`src/rtl/jk_seq_ctrl_pkg.sv`:
```
`default_nettype none
// ============================================================================
// Module   : jk_seq_ctrl_pkg
// Purpose  : Shared encodings for the JK sequence controller: command codes
//            and FSM state encoding.
// Ports    : none (package)
// Revision : 1.0 - initial release
// ============================================================================
package jk_seq_ctrl_pkg;

  typedef enum logic [1:0] {
    CMD_UP    = 2'b00,
    CMD_DOWN  = 2'b01,
    CMD_LOAD  = 2'b10,
    CMD_CLEAR = 2'b11
  } cmd_e;

  typedef enum logic [1:0] {
    IDLE = 2'b00,
    RUN  = 2'b01,
    DONE = 2'b10
  } state_e;

endpackage : jk_seq_ctrl_pkg
`default_nettype wire

```
`src/rtl/jk_seq_ctrl_jk_ff.sv`:
```
`default_nettype none
// ============================================================================
// Module   : jk_ff
// Purpose  : Single edge-triggered JK flip-flop with synchronous active-high
//            reset. J/K = 00 hold, 01 clear, 10 set, 11 toggle.
// Ports    : clk   - clock
//            reset - synchronous active-high reset (forces q_o = 0)
//            j_i   - J input
//            k_i   - K input
//            q_o   - flip-flop output
// Revision : 1.0 - initial release
// ============================================================================
module jk_ff (
  input  logic clk,
  input  logic reset,
  input  logic j_i,
  input  logic k_i,
  output logic q_o
);

  logic q_q;

  always_ff @(posedge clk) begin
    if (reset) begin
      q_q <= 1'b0;
    end else begin
      case ({j_i, k_i})
        2'b01:   q_q <= 1'b0;
        2'b10:   q_q <= 1'b1;
        2'b11:   q_q <= ~q_q;
        default: q_q <= q_q;
      endcase
    end
  end

  assign q_o = q_q;

endmodule : jk_ff
`default_nettype wire

```
`src/rtl/jk_seq_ctrl.sv`:
```
`default_nettype none
// ============================================================================
// Module   : jk_seq_ctrl
// Purpose  : Command sequencer driving a bank of WIDTH JK flip-flops. Supports
//            count up / count down for a latched number of steps, parallel
//            load and clear. The controller only ever drives J/K; the register
//            value comes straight from the flip-flop bank.
// Ports    : clk   - clock (rising edge)
//            reset - synchronous active-high reset
//            start - command request, sampled in IDLE only
//            cmd   - 00 up, 01 down, 10 load, 11 clear
//            len   - number of count steps (count commands only)
//            din   - load data
//            q     - register contents
//            busy  - high while in RUN
//            done  - one-cycle pulse while in DONE
// Revision : 1.0 - initial release
// ============================================================================
module jk_seq_ctrl
  import jk_seq_ctrl_pkg::*;
#(
  parameter int WIDTH = 4
) (
  input  logic             clk,
  input  logic             reset,
  input  logic             start,
  input  logic [1:0]       cmd,
  input  logic [WIDTH-1:0] len,
  input  logic [WIDTH-1:0] din,
  output logic [WIDTH-1:0] q,
  output logic             busy,
  output logic             done
);

  state_e           state_q, state_d;
  cmd_e             cmd_q,   cmd_d;
  logic [WIDTH-1:0] cnt_q,   cnt_d;
  logic [WIDTH-1:0] din_q,   din_d;

  logic [WIDTH-1:0] j_vec, k_vec;
  logic [WIDTH-1:0] tog_up, tog_dn;

  // Toggle masks: bit i toggles when all lower bits are 1 (up) or 0 (down).
  // Running AND kept in block-local variables to avoid a self-referencing
  // vector in combinational logic.
  always_comb begin : p_toggle
    logic all1;
    logic all0;
    all1   = 1'b1;
    all0   = 1'b1;
    tog_up = '0;
    tog_dn = '0;
    for (int i = 0; i < WIDTH; i++) begin
      tog_up[i] = all1;
      tog_dn[i] = all0;
      all1      = all1 & q[i];
      all0      = all0 & ~q[i];
    end
  end

  always_comb begin : p_next
    state_d = state_q;
    cmd_d   = cmd_q;
    cnt_d   = cnt_q;
    din_d   = din_q;
    j_vec   = '0;
    k_vec   = '0;
    unique case (state_q)
      IDLE: begin
        if (start) begin
          cmd_d   = cmd_e'(cmd);
          cnt_d   = len;
          din_d   = din;
          state_d = RUN;
        end
      end
      RUN: begin
        unique case (cmd_q)
          CMD_UP, CMD_DOWN: begin
            // cnt_q can only be zero in RUN when len was 0: hold that cycle.
            if (cnt_q != '0) begin
              j_vec = (cmd_q == CMD_UP) ? tog_up : tog_dn;
              k_vec = (cmd_q == CMD_UP) ? tog_up : tog_dn;
              cnt_d = cnt_q - WIDTH'(1);
            end
            if (cnt_q <= WIDTH'(1)) begin
              state_d = DONE;
            end
          end
          CMD_LOAD: begin
            j_vec   = din_q;
            k_vec   = ~din_q;
            state_d = DONE;
          end
          CMD_CLEAR: begin
            k_vec   = '1;
            state_d = DONE;
          end
          default: state_d = DONE;
        endcase
      end
      DONE:    state_d = IDLE;
      default: state_d = IDLE;
    endcase
  end

  always_ff @(posedge clk) begin
    if (reset) begin
      state_q <= IDLE;
      cmd_q   <= CMD_UP;
      cnt_q   <= '0;
      din_q   <= '0;
    end else begin
      state_q <= state_d;
      cmd_q   <= cmd_d;
      cnt_q   <= cnt_d;
      din_q   <= din_d;
    end
  end

  generate
    for (genvar gi = 0; gi < WIDTH; gi++) begin : g_bits
      jk_ff u_ff (
        .clk   (clk),
        .reset (reset),
        .j_i   (j_vec[gi]),
        .k_i   (k_vec[gi]),
        .q_o   (q[gi])
      );
    end
  endgenerate

  assign busy = (state_q == RUN);
  assign done = (state_q == DONE);

endmodule : jk_seq_ctrl
`default_nettype wire

```
`config.mk`:
```
export PLATFORM = sky130hd
export DESIGN_NAME = jk_seq_ctrl
export DESIGN_NICKNAME = d
export VERILOG_FILES = /design/src/rtl/jk_seq_ctrl_pkg.sv /design/src/rtl/jk_seq_ctrl_jk_ff.sv /design/src/rtl/jk_seq_ctrl.sv
export SDC_FILE = /design/constraint.sdc
export NUM_CORES = 1
export LEC_CHECK = 0
export ABC_AREA = 1
export CAP_MARGIN = 20
export CORE_MARGIN = 5
export CORE_UTILIZATION = 53
export CTS_CLUSTER_DIAMETER = 60
export CTS_CLUSTER_SIZE = 20
export DETAILED_ROUTE_END_ITERATION = 7
export GPL_ROUTABILITY_DRIVEN = 0
export PLACE_DENSITY = 0.79
export SYNTH_ARGS = -nofsm -noshare
export SYNTH_HDL_FRONTEND = slang
export SYNTH_SLANG_ARGS = --single-unit
export TNS_END_PERCENT = 50
```
`constraint.sdc`:
```
create_clock -name clk -period 3.29 [get_ports clk]
set_input_delay 0.658 -clock clk [delete_from_list [all_inputs] [get_ports clk]]
set_output_delay 0.658 -clock clk [all_outputs]
set_load 0.01 [all_outputs]
```
# Word-level counts from Yosys, hierarchy flattened
# Cells that the tools add are included.
# word_totals
regBits	16
elab_cells	71
# op_classes
n_bitwise	9
n_reduce_logical	13
n_eq_ne	21
addsub	1
muxes	18
order_cmp	1
# ops
op	count
$mux W4	7
$eq A2 B2 Y1 const B	11
$pmux W4 S2	2
$eq A2 B1 Y1 const B	6
$pmux W1 S3	4
$pmux W4 S3	1
$reduce_bool A3 Y1	4
$pmux W2 S2	2
$and A1 B1 Y1	4
$le A4 B1 Y1 const B	1
$logic_not A2 Y1	2
$mux W2	2
$ne A2 B1 Y1 const B	2
$not A1 Y1	4
$not A4 Y4	1
$reduce_and A2 Y1	2
$reduce_and A4 Y1	1
$reduce_bool A4 Y1	1
$reduce_or A2 Y1	2
$sub A4 B1 Y4 const B	1
$ne A3 B3 Y1 const B	1
$ne A2 B2 Y1 const B	1
$reduce_bool A2 Y1	1

# Longest topological paths before layout
# Gate-level depths: netlist of run 1.
# depth
ltp_word	9
mapped_depth	9

# By module
# From an unflattened synthesis of run 1, not the netlist that was laid out.
# hier_totals
cells_unflattened	143
area_unflattened_um2	912.1
# modules_own_cells
mod	n_inst	area_per_inst_um2	cells_each
jk_seq_ctrl	1	757.0	119
jk_ff	4	38.8	6

# Worst setup path after synthesis of run 1
# Ideal clock, no wire load.
# synth_timing
kind	input to register
from	in start
to	reg cmd_q[0]
slack_ns	1.952
setup_ns	0.119
t_required_ns	3.171
stages	5
arrival_ns	1.219
n_path_buf	0
path_cell_list	inv_1 -> nor3_4 -> inv_2 -> o21ai_0 -> a21oi_1
# synth_via
elab_chain_len	1
# synth_lines
item	line_no	text
from (decl)	jk_seq_ctrl.sv:26	input logic start,
$reduce_and A2 Y1 (no line)	--	
to (signal assigned)	jk_seq_ctrl.sv:115	cmd_q <= cmd_d;
to (decl)	jk_seq_ctrl.sv:36	cmd_e cmd_q, cmd_d;
# No other way between the ends.
# A chain may end at the register's enable or synchronous reset.

# Worst setup path after layout of run 1
# layout_timing
from	reg state_q[0]
to	out busy
# layout_via
elab_chain_len	1
# layout_lines
item	line_no	text
from (decl)	jk_seq_ctrl.sv:35	state_e state_q, state_d;
from (signal assigned)	jk_seq_ctrl.sv:114	state_q <= state_d;
$eq A2 B1 Y1	jk_seq_ctrl.sv:133	assign busy = (state_q == RUN);
to (decl)	jk_seq_ctrl.sv:31	output logic busy,
# No other way between the ends.

==> results by group, run 1 <==
Status
  • Status: complete, no violations

Synthesis
  • Post-synth top area share: 0.343
  • Top FF cell, synth: dfxtp_1
  • Post-synth EDFFs: 0
  • Yosys reg bits: 16
  • Yosys warns: 0
  • Count leader, synth: nand2_1
  • Synth Instances: between 100 and 150
  • Syn_nets: roughly 150
  • Seq/Total Area, Yosys: 0.343
  • Leading area contributor after synthesis: dfxtp_1
  • Dominant cells by area after synthesis: dfxtp_1, nand2_1, nand3_1
  • Synth cell count leaders: nand2_1, dfxtp_1, inv_1, nor2_1, nand3_1
  • Synth cell types: 20
  • Syn Std Cell Area: roughly 930 sq um
  • Average size of a mapped cell: approximately 6.7 sq um
  • Async set or reset register ratio after synthesis: 0

Timing
  • Final setup viols: 0
  • Min Tclk post-route: 2.18 ns
  • Fin Hold WS: 0.482 ns
  • Worst-margin pin slew: roughly 0.35 ns
  • Slew headroom: 0.765
  • Final Slew Violations: 0
  • Setup ws final: roughly 1.1 ns
  • Clock Skew: between 0.0015 and 0.002 ns
  • RSZ-0062 raised after global routing: no
  • Final hold violation count: 0
  • Fin crit share: 0.662
  • Max Freq: between 400 and 500 MHz
  • Setup TNS: 0 ns

Layout
  • Area delta synth->final: 22.5%
  • Sequential cell area: approximately 320 sq um
  • Ant diodes: 0
  • # nets final: 172
  • Fillers: ~160
  • Layout cells sized above 1: 0.0962
  • Multi-input logic area: 497 sq um

Global route
  • First-pass GRT wire length: roughly 3.6 mm
  • Total gr overflow: 0
  • Initial antenna violation count: 0
  • Vias in the first global route: just under 900
  • GRT Total Usage: 0.174
  • Largest net degree at the start of global routing: 15

Setup path
  • Worst flop-to-flop path endpoint: cnt_q[3]
  • Data arrival time of the critical path: 1.52 ns
  • Element type at the critical path end: output pin
  • Stages on worst setup path: 3
  • R2R setup slack: between 1.5 and 2 ns
  • Startpoint types: flip-flop
  • FF-to-FF Start: cnt_q[0]
  • CP delay by family, top: buffers and inverters
  • Buf/Inv on CP: 2
  • CP endpoint: busy
  • Crit path largest cell delay: roughly 0.54 ns
  • CP cell instances: nand2_4, inv_6, clkdlybuf4s50_1
  • Slowest-stage cell, CP: clkdlybuf4s50_1
  • CP Max Fanout: 10
  • Worst setup path start: state_q[0]
  • WP data required: between 2 and 3 ns
  • R2R cell count: 9
  • Crit path kind: reg -> out

Power and ir drop
  • Peak supply drop: roughly 0.00033 V
  • Power per cell area: 471 mW/mm^2
  • Leak: roughly 0.00053 uW
  • Total power: 539 uW

Die
  • Row cnt: 15
  • Die H: approximately 52 um
  • DIE AREA: between 0.002 and 0.003 sq mm
  • Core area: 0.00171 sq mm
  • I/O pin cnt: 19
  • DIE WIDTH: about 52 um
  • Initial Util: 0.547

Drt
  • Drt via density: just under 5
  • Pre-Repair DR Iteration Count: 4
  • Wire length per cell: 10.9 um
  • Post-route ant nets: 0
  • Initial DRC count: 26
  • Vias: 900
  • Total Wirelength: 1.97 mm
  • DRC errors left: 0

CTS
  • Postcts setup bufs: 0
  • TritonCTS clock tree: done
  • Clk root buf: clkbuf_4
  • Post-CTS Hold Fix Bufs: 0
  • Max H-tree Level: 1
  • CTS clock-pin slew for the worst setup and hold paths: 0.09 ns
  • Post_cts resized: 0
  • Clock latency on the worst-skew pair: 0.28 ns
  • Clock sink total: 16
  • Num CTS Buffers: 3
  • Max clock buf depth: 2

Placement
  • Detailed placer's ending HPWL: ~1.5 mm
  • Dpl ws: between 1 and 1.5 ns
  • # port buffers: 18

Min path
  • Min-delay worst type: reg -> reg

Flow run
  • Max cap viols: 0
==> metal layers <==
layer,global-route usage,share of wire
met5,0,0
met4,0.0349,0.0051
met3,0.0630,0.087
met2,0.285,0.45
met1,0.219,0.45
==> worst min path at each step <==
| stage | start | endpoint | slack (ns) | cells past startpoint |
|---|---|---|---|---|
| after floorplan | g_bits[3].u_ff.q_o | g_bits[3].u_ff.q_o | 0.45 | 2 |
| after global placement | g_bits[3].u_ff.q_o | g_bits[3].u_ff.q_o | 0.46 | 2 |
| after detailed placement | g_bits[3].u_ff.q_o | g_bits[3].u_ff.q_o | 0.47 | 2 |
| after CTS | g_bits[3].u_ff.q_o | g_bits[3].u_ff.q_o | 0.48 | 2 |
| after global routing | cmd_q[0] | cmd_q[0] | 0.58 | 2 |
| final | g_bits[3].u_ff.q_o | g_bits[3].u_ff.q_o | 0.48 | 2 |
==> area by class of cell <==
type,count,share of cell area
Clock buffer,4,0.0317
Inverter,20,0.0699
Multi-Input combinational cell,98,0.434
Sequential cell,16,0.280
Tap cell,25,0.0273
Timing Repair Buffer,18,0.157
==> logic make-up (layout without fill, tap and decap cells) <==
logic type               count (synthesis)  after routing  share of synthesized area
flip-flops                              16             16                      0.343
adder cells (fa/ha/maj)                  2              2                     0.0268
XOR/XNOR                                 2              2                     0.0187
buffers and inverters                   25             42                      0.126
AO/OA/AOI/OAI                           26             26                      0.147
AND/OR/NAND/NOR                         68             68                      0.339
==> cells in the final DEF, fill, tap and decap left out <==
cell	instances
a21oi_1	8
a21oi_2	1
a31oi_1	1
clkbuf_4	3
clkbuf_8	1
clkdlybuf4s50_1	18
dfxtp_1	16
ha_1	2
inv_1	16
inv_2	3
inv_6	1
nand2_1	33
nand2_4	2
nand3_1	13
nor2_1	16
nor2_2	1
nor2_4	2
nor3_4	1
o21a_1	1
o21ai_0	12
o21ai_1	3
xor2_1	2
==> worst reg2reg max path, delay by kind of cell (launching register included) <==
kind	cells	cell delay, ns
simple gates	6	0.75
flops	1	0.33
compound gates	1	0.04
buf+inv	1	0.10
fa+ha+maj	1	0.20
==> registers in the layout (all words and copies together), names as in the netlist <==
name and cells:
cmd_q 2, cnt_q 4, din_q 4, g_bits.u_ff.q_o 4
state_q 2
==> stage by stage <==
| step | utilization | area (sq um) | instances |
|---|---|---|---|
| floorplan | - | 935 | 139 |
| global placement | 0.649 | 1110 | 177 |
| detailed placement | 0.649 | 1110 | 177 |
| CTS | 0.670 | 1140 | 181 |
| global route | 0.670 | 1140 | 181 |
| finish | 0.670 | 1140 | 181 |
==> power breakdown <==
part | internal, uW | total (uW) | switching [uW]
registers | 216 | 234 | 17.9
clock network | 67.4 | 128 | 60.2
logic | 73.3 | 177 | 104
total | 357 | 539 | 182
No activity file was read; power rests on OpenSTA's default activity.
==> run 2, diff against run 1 <==
--- a/config.mk
+++ b/config.mk
@@ -8,12 +8,12 @@
 export ABC_AREA = 1
 export CAP_MARGIN = 20
 export CORE_MARGIN = 5
-export CORE_UTILIZATION = 53
+export CORE_UTILIZATION = 45
 export CTS_CLUSTER_DIAMETER = 60
 export CTS_CLUSTER_SIZE = 20
 export DETAILED_ROUTE_END_ITERATION = 7
 export GPL_ROUTABILITY_DRIVEN = 0
-export PLACE_DENSITY = 0.79
+export PLACE_DENSITY = 0.71
 export SYNTH_ARGS = -nofsm -noshare
 export SYNTH_HDL_FRONTEND = slang
 export SYNTH_SLANG_ARGS = --single-unit
==> constraint.sdc (replaced) <==
create_clock -name clk -period 1.85 [get_ports clk]
set_input_delay 0.37 -clock clk [delete_from_list [all_inputs] [get_ports clk]]
set_output_delay 0.37 -clock clk [all_outputs]
set_load 0.01 [all_outputs]
==> run 2 against run 1 <==
Against the previous run:
- power up 78%
- die area up 14%
- sequential power up 79%
- clock power up 81%
- flip-flop and latch count unchanged
- critical path type unchanged
- largest power group unchanged
==> results by group, run 2 (synthesis gave the netlist of run 1 again) <==
Status
  • Status: complete, no violations

Layout
  • Multi-input logic area: 497 sq um (unchanged)
  • Most frequent cells in the layout: nand2_1, clkdlybuf4s50_1, inv_1, nor2_1, dfxtp_1
  • # nets final: 172 (unchanged)
  • Layout cells sized above 1: 0.103 (+0.00641)
  • Final core occ: 0.587 (-0.0836)
  • Area delta synth->final: 23.2%
  • Commonest non-fill, non-tap cell in the layout: nand2_1
  • Ant diodes: 0 (unchanged)
  • Sequential cell area: 322 sq um (+0.39%)
  • Fillers: 211 (+34%)

Die
  • DIE WIDTH: 55.6 um (+6.9%)
  • Die H: 55.6 um (+6.9%)
  • Initial Util: 0.476 (-0.0708)
  • DIE AREA: 0.00309 sq mm (+14%)
  • Row cnt: 16 (+1)
  • Core area: 0.00196 sq mm (+15%)
  • I/O pin cnt: 19 (unchanged)

Timing
  • Slew headroom: 0.754 (-0.0112)
  • Worst-margin pin slew: 0.369 ns (+0.0168 ns)
  • Fin crit share: 0.952
  • Max Freq: around 570 MHz
  • Min Tclk post-route: between 1.5 and 2 ns
  • Clock Skew: 0.00755 ns (+0.00593 ns)
  • RSZ-0062 raised after global routing: no
  • Final hold violation count: 0 (unchanged)
  • Setup TNS: 0 ns (unchanged)
  • Final setup viols: 0 (unchanged)
  • Final Slew Violations: 0 (unchanged)

Power and ir drop
  • Peak supply drop: 0.000509 V (+53%)
  • Total power: 962 uW (+78%)
  • Clock power frac: 0.241 (+0.004)
  • Int Power: 635 uW (+78%)
  • Sw frac: 0.340 (+0.00237)
  • Leak: 0.000541 uW (+2.9%)
  • Reg power frac: 0.436 (+0.002)
  • Power per cell area: 836 mW/mm^2 (+77%)
  • P_sw: 327 uW (+80%)
  • Combinational Power Share: 0.323 (-0.006)

Placement
  • # port buffers: 18 (unchanged)
  • Detailed placer's ending HPWL: 1.60 mm (+4.1%)

Drt
  • Vias: 896 (-0.44%)
  • Initial DRC count: 15 (-42%)
  • Total Wirelength: 1.98 mm (+0.41%)
  • DRC errors left: 0 (unchanged)
  • Wire length per cell: 10.8 um (-0.69%)
  • Pre-Repair DR Iteration Count: 4 (unchanged)
  • Drt via density: 4.90 (-1.5%)
  • Post-route ant nets: 0 (unchanged)

CTS
  • Num CTS Buffers: 3 (unchanged)
  • TritonCTS clock tree: done
  • Post-CTS Hold Fix Bufs: 0 (unchanged)
  • Clock latency on the worst-skew pair: 0.29 ns (about the same)
  • Max clock buf depth: 2 (unchanged)
  • Clk root buf: clkbuf_4
  • Postcts setup bufs: 0 (unchanged)
  • Max H-tree Level: 1 (unchanged)
  • CTS clock-pin slew for the worst setup and hold paths: 0.10 ns (about the same)
  • Clock sink total: 16 (unchanged)

Setup path
  • Element type at the critical path end: output pin
  • WP data required: 1.48 ns (-1.15 ns)
  • Crit path kind: reg -> out
  • CP Max Fanout: 2 (-8)
  • Data arrival time of the critical path: 1.39 ns (-0.13 ns)
  • Startpoint types: flip-flop

Global route
  • Largest net degree at the start of global routing: 15 (unchanged)
  • First-pass GRT wire length: 3.37 mm (-5.4%)
  • Total gr overflow: 0 (unchanged)
  • Initial antenna violation count: 0 (unchanged)
  • Vias in the first global route: 830 (-5.9%)
  • GRT Total Usage: 0.131 (-0.0437)

Flow run
  • Max cap viols: 0 (unchanged)

Min path
  • Min-delay worst type: reg -> reg
## run 2: cell count changes in the layout (fill, tap and decap cells not counted)
| cell | previous run | this run |
|---|---|---|
| dfxtp_1 | 16 | 15 |
| clkdlybuf4s50_1 | 18 | 17 |
| dfxtp_2 | 0 | 1 |
| dlymetal6s2s_1 | 0 | 1 |
## run 2: worst max-delay path: stages, from the launching register on
cell and delay (ns):
dfxtp_1 0.41, inv_2 0.07, nor2_1 0.09, clkdlybuf4s50_1 0.54
## run 2: cell type report
| type | count | area share |
|---|---|---|
| multi-input combinational | 98 | 0.432 |
| tap | 27 | 0.0293 |
| inverter | 20 | 0.0696 |
| timing repair buffer | 18 | 0.159 |
| clock buffer | 4 | 0.0315 |
| sequential | 16 | 0.279 |
## run 2: stage by stage
step | setup WS (ns) | area [sq um] | instances | hold slack (ns)
2_1_floorplan | 0.521 | 935 | 139 | 0.439
3_3_place_gp | 0.262 | 1110 | 179 | 0.462
3_5_place_dp | 0.235 | 1110 | 179 | 0.473
4_1_cts | 0.00515 | 1150 | 183 | 0.488
5_1_grt | 0.0218 | 1150 | 183 | 0.509
6_report | 0.0880 | 1150 | 183 | 0.485
## run 2: worst paths after layout
check                           depth (start not counted)  slack (ns)            endpoint                from
worst max-delay path                                    3        0.09                done          state_q[1]
worst min-delay path                                    2        0.49  g_bits[3].u_ff.q_o  g_bits[3].u_ff.q_o
worst max register to register                          8        0.34            cnt_q[3]            cnt_q[0]
worst min register to register                          2        0.49  g_bits[3].u_ff.q_o  g_bits[3].u_ff.q_o
## run 2: per-layer routing
layer  share of wire  GRT usage  vias up  wire, um
met2            0.50      0.223       17       991
met4           0.017     0.0625        0        34
li1                -          -      469         -
met1            0.44      0.158      405       873
met5               0          0        -         0
met3           0.041     0.0209        5        82
## run 2: power groups by stage
stage / clock network (uW) / registers (uW) / logic, uW
2_1_floorplan: 0 / 418 / 233
3_3_place_gp: 0 / 425 / 305
3_5_place_dp: 0 / 427 / 313
4_1_cts: 238 / 420 / 315
5_1_grt: 248 / 424 / 355
6_report: 232 / 420 / 311
## run 2: what timing repair did
action	4_1_cts	5_1_grt
pin swaps	0	0
hold endpoints to repair	0	0
cloned	0	0
endpoints found under the setup margin	1	1
resized for setup	1	1
